**src/rtl/ysyx_24100006_scoreboard.sv**
```systemverilog
// Register scoreboard: counts outstanding writes per GPR between ID issue and WB retire,
// and holds ID while a source has a write in flight or the destination counter is full.

module ysyx_24100006_scoreboard_cnt #(
    parameter int CNT_W = 2
) (
    input  logic             clock,
    input  logic             reset_n,
    input  logic             inc_i,
    input  logic             dec_i,
    input  logic             flush_i,
    output logic [CNT_W-1:0] cnt_o,
    output logic             uflow_o
);
    logic [CNT_W-1:0] cnt_q, cnt_d;

    always_comb begin
        cnt_d   = cnt_q;
        uflow_o = 1'b0;
        if (inc_i && !dec_i) begin
            cnt_d = cnt_q + 1'b1;
        end else if (dec_i && !inc_i) begin
            if (cnt_q != '0) cnt_d = cnt_q - 1'b1;
            else             uflow_o = 1'b1;
        end
        if (flush_i) cnt_d = '0;
    end

    always_ff @(posedge clock or negedge reset_n) begin
        if (!reset_n) cnt_q <= '0;
        else          cnt_q <= cnt_d;
    end

    assign cnt_o = cnt_q;
endmodule

module ysyx_24100006_scoreboard #(
    parameter int NREG  = 16,
    parameter int CNT_W = 2,
    localparam int IDX_W = $clog2(NREG)
) (
    input  logic             clock,
    input  logic             reset_n,
    input  logic [IDX_W-1:0] id_rs1,
    input  logic [IDX_W-1:0] id_rs2,
    input  logic             id_rs1_ren,
    input  logic             id_rs2_ren,
    input  logic [IDX_W-1:0] id_rd,
    input  logic             id_wen,
    input  logic             issue_valid,
    input  logic             issue_ready,
    input  logic             wb_valid,
    input  logic [IDX_W-1:0] wb_rd,
    input  logic             wb_wen,
    input  logic             flush,
    output logic             stall_id,
    output logic             pending_any,
    output logic             err_underflow
);
    localparam logic [CNT_W-1:0] CNT_MAX = '1;

    logic [NREG-1:0][CNT_W-1:0] cnt;
    logic [NREG-1:0]            uflow;
    logic                       issue_fire, retire_fire;
    logic                       src_haz, dst_full;
    logic                       err_q, err_d;

    always_comb begin
        src_haz  = (id_rs1_ren && id_rs1 != '0 && cnt[id_rs1] != '0) ||
                   (id_rs2_ren && id_rs2 != '0 && cnt[id_rs2] != '0);
        dst_full = id_wen && id_rd != '0 && cnt[id_rd] == CNT_MAX;
    end

    assign stall_id    = issue_valid && (src_haz || dst_full);
    assign issue_fire  = issue_valid && issue_ready && !stall_id && id_wen && id_rd != '0;
    assign retire_fire = wb_valid && wb_wen && wb_rd != '0;

    // x0 is hardwired: never counted, never stalls
    assign cnt[0]   = '0;
    assign uflow[0] = 1'b0;

    for (genvar r = 1; r < NREG; r++) begin : g_reg
        ysyx_24100006_scoreboard_cnt #(.CNT_W(CNT_W)) u_cnt (
            .clock   (clock),
            .reset_n (reset_n),
            .inc_i   (issue_fire && id_rd == IDX_W'(r)),
            .dec_i   (retire_fire && wb_rd == IDX_W'(r)),
            .flush_i (flush),
            .cnt_o   (cnt[r]),
            .uflow_o (uflow[r])
        );
    end

    // sticky until reset; flush deliberately leaves it alone
    assign err_d = err_q || (|uflow);

    always_ff @(posedge clock or negedge reset_n) begin
        if (!reset_n) err_q <= 1'b0;
        else          err_q <= err_d;
    end

    assign pending_any   = |cnt;
    assign err_underflow = err_q;
endmodule

```
**config.mk**
```make
export PLATFORM = sky130hd
export DESIGN_NAME = ysyx_24100006_scoreboard
export DESIGN_NICKNAME = d
export VERILOG_FILES = /design/src/rtl/ysyx_24100006_scoreboard.sv
export SDC_FILE = /design/constraint.sdc
export NUM_CORES = 1
export LEC_CHECK = 0
export BUFFER_PORTS_ARGS = -buffer_cell sky130_fd_sc_hd__buf_2
export CAP_MARGIN = 10
export CELL_PAD_IN_SITES_DETAIL_PLACEMENT = 0
export CELL_PAD_IN_SITES_GLOBAL_PLACEMENT = 1
export CORE_ASPECT_RATIO = 2
export CORE_MARGIN = 2
export CORE_UTILIZATION = 45
export DETAILED_ROUTE_END_ITERATION = 16
export PLACE_DENSITY = 0.83
export SETUP_SLACK_MARGIN = 0.3
export SKIP_CTS_REPAIR_TIMING = 1
export SYNTH_ARGS = -nofsm -noshare
export SYNTH_HDL_FRONTEND = slang
export SYNTH_SLANG_ARGS = --single-unit
```
**constraint.sdc**
```tcl
create_clock -name clock -period 2.85 [get_ports clock]
set_input_delay 0.285 -clock clock [delete_from_list [all_inputs] [get_ports clock]]
set_output_delay 0.285 -clock clock [all_outputs]
set_load 0.01 [all_outputs]
```
==> results.toml <==
[cells_and_area]
fillCellCount = 553
antenna_cells = 0
nNetsFinal = 435
most-common-layout-cells = "50 x buf_4, 46 x nor2_1, 28 x buf_2"
final_common_cell = "buf_4"
syn_to_final_growth_pct = 28.68
finalNonFillerCells = 473
layout-drive-gt1-share_pct = 33.17
post-route-util_pct = 59.58

[critical_path]
cp-end-kind = "register"
critPathMaxFanout = 5
crit_path_start_kind = "register"
critPathArrivalTime_ps = 3010
crit_start = "g_reg[7].u_cnt.cnt_o[0]"
reg2regPathDepth = 9
crit_type = "register to register"
reg2reg_setup_slack_ps = -1
required_ps = 3010
critPathCapture = "err_underflow"
rr_startpoint = "g_reg[7].u_cnt.cnt_o[0]"
slowest_stage = "mux4_2"
max_stage_delay_ps = 470
r2r-end = "err_underflow"
cp_cell_sequence = "mux4_2 > mux2i_1 > nor2_1 > o21ai_2 > nand4b_4 > buf_4 > nor3_1 > o211ai_1 > or4_1"

[outcome]
status = "complete, but fails checks"
violations = "negative setup slack"

[flow_run]
maxCapViolCount = 0

[place]
pre_cts_ws_ps = -14.96
dpl.cell_count = 460
portBuffers = 28
gp_congestion = 0.9994
dp_hpwl_um = 7302

[timing]
fmax_mhz = 350.7
rsz0062_at_grt = "yes"
setup_viol = 1
slew-limit-headroom_pct = 49.45
worst_slew_pin_slew_ps = 758.3
setup_slack_ps = -1.184
setup_tns_ps = -1.184
hold_violations = 0
fin_skew_ps = 7.215
final_max_slew_viol_count = 0
finalCritPeriodShare_pct = 100.0
period_needed_ps = 2851

[drt]
drc = 0
drt_wl_total_um = 9362
firstDrtPassIters = 5
num_vias = 3041
drtIter0Drc = 233
ant_nets = 0
vias_per_cell = 6.429
wl_per_cell_um = 19.79

[floorplan]
core_um2 = 5956
die_w_um = 59.36
ioPinCount = 29
num_rows = 40
die_h_um = 114.7
dieArea_um2 = 6808
start_util_pct = 46.30

[clocking]
cts.clk_slew.worst_paths_ps = 60
numClockSinks = 31
cts_root_buffer = "clkbuf_16"
cts-htree-levels = 2
numCtsBuffers = 5
clk_latency_ps = 280
clockBufferDepth = 2
cts_tree = "done"

[logic_synthesis]
ys_warn_count = 0
synth_area_leaders = "dfrtp_1 28%, mux4_2 9.0%, nor2_1 6.8%"
synth-edff-count = 0
synth_cells = 336
synth_area_per_cell_um2 = 8.207
syn-num-nets = 362
synth.distinct_cells = 54
synth_top_area_share_pct = 28.13
synth_top_flop_cell = "dfrtp_1"
async_reset_ff_share_pct = 100.0
syn-cell-area_um2 = 2758
ys_ff_latch = 31
yosysSeqAreaShare_pct = 28.13
synth_top_area_cell = "dfrtp_1"

[power]
ir_drop_uv = 289.8
powerDensity_nw_per_um2 = 320.6
power_mw = 1.138
leakagePower_nw = 1.579

[grt]
overflow = 0
track_usage_pct = 28.85
grt_start_max_net_pins = 32
antenna_found_initial = 0
grt_pass1_vias = 2983
grt_first_pass_wirelength_um = 14640

[hold_path]
holdCritPathClass = "input pin to asynchronous set/reset pin"
==> worst min-delay path by stage <==
stage | startpoint | endpoint | slack, ps | cells after the start
after floorplan | reset_n | err_underflow | -10 | 0
after global placement | reset_n | g_reg[5].u_cnt.cnt_o[1] | 380 | 1
after detailed placement | reset_n | g_reg[5].u_cnt.cnt_o[0] | 390 | 1
after CTS | reset_n | err_underflow | 100 | 1
after global routing | reset_n | g_reg[10].u_cnt.cnt_o[0] | 120 | 1
final | reset_n | g_reg[10].u_cnt.cnt_o[0] | 70 | 1
==> through the flow <==
stage	cell area (µm²)	hold WS, ps
after floorplan	2758	-10.59
after global placement	3252	382.6
after detailed placement	3252	394.6
after CTS	3392	99.56
after global routing	3548	123.6
final	3548	73.76
==> flip-flops by register name, indices dropped and copies added, names as in the netlist <==
register	cells
g.u_cnt.cnt_o	30
err_underflow	1
==> power breakdown <==
group / total [mW] / internal [mW] / switching [mW]
Sequential: 0.444 / 0.442 / 0.00158
Clock: 0.524 / 0.318 / 0.206
Combinational: 0.170 / 0.0664 / 0.103
Total: 1.14 / 0.827 / 0.311
==> final cells by class <==
cell class | count | area [µm²] | area share (%)
timing repair buffer | 81 | 549.3 | 15.48
clock inverter | 3 | 15.01 | 0.4231
clock buffer | 5 | 125.1 | 3.526
tap | 63 | 78.83 | 2.221
inverter | 6 | 22.52 | 0.6347
sequential | 31 | 780.7 | 22.00
multi-input combinational | 284 | 1977 | 55.71
==> Yosys cell counts, types with 3 or more instances <==
master and count:
nand4_1 4, buf_6 3, clkbuf_1 6, nor2_1 50, nor3_1 20, o32ai_1 3
a221oi_1 3, o21a_1 6, mux2i_1 6, buf_2 5, dfrtp_1 31, nand3_1 7
nand2_1 22, or3_1 12, inv_1 6, a21oi_1 27, and2_1 12, nor2b_1 3
mux2_2 3, o21bai_1 8, nor4_1 5, nand2b_1 7, nor3b_1 3, o21ai_0 21
mux4_2 11, a211oi_1 12, or2_2 6
==> metal layers <==
metal,global-route usage (%),vias up,share of wire [%]
met5,0,-,0
met4,21.21,0,6.6
li1,-,1414,-
met1,29.84,1473,36
met3,3.164,37,4.0
met2,50.84,117,53
==> critical path: cells and delay by family, from the launching register on <==
| kind | cells | cell delay, ps |
|---|---|---|
| muxes | 2 | 660 |
| AOI/OAI and AO/OA | 2 | 380 |
| DFF | 1 | 440 |
| buffers and inverters | 1 | 190 |
| and+or+nand+nor | 4 | 1060 |
==> cell families after synthesis <==
group                     count (synthesis)  share of synthesized area, %
AOI/OAI and AO/OA                       101                         24.37
xor gates and xnor gates                  3                        0.9530
buffers and inverters                    21                         3.902
DFF                                      31                         28.13
muxes                                    21                         12.93
and+or+nand+nor                         159                         29.72
Power figures use the tool's default switching activity.
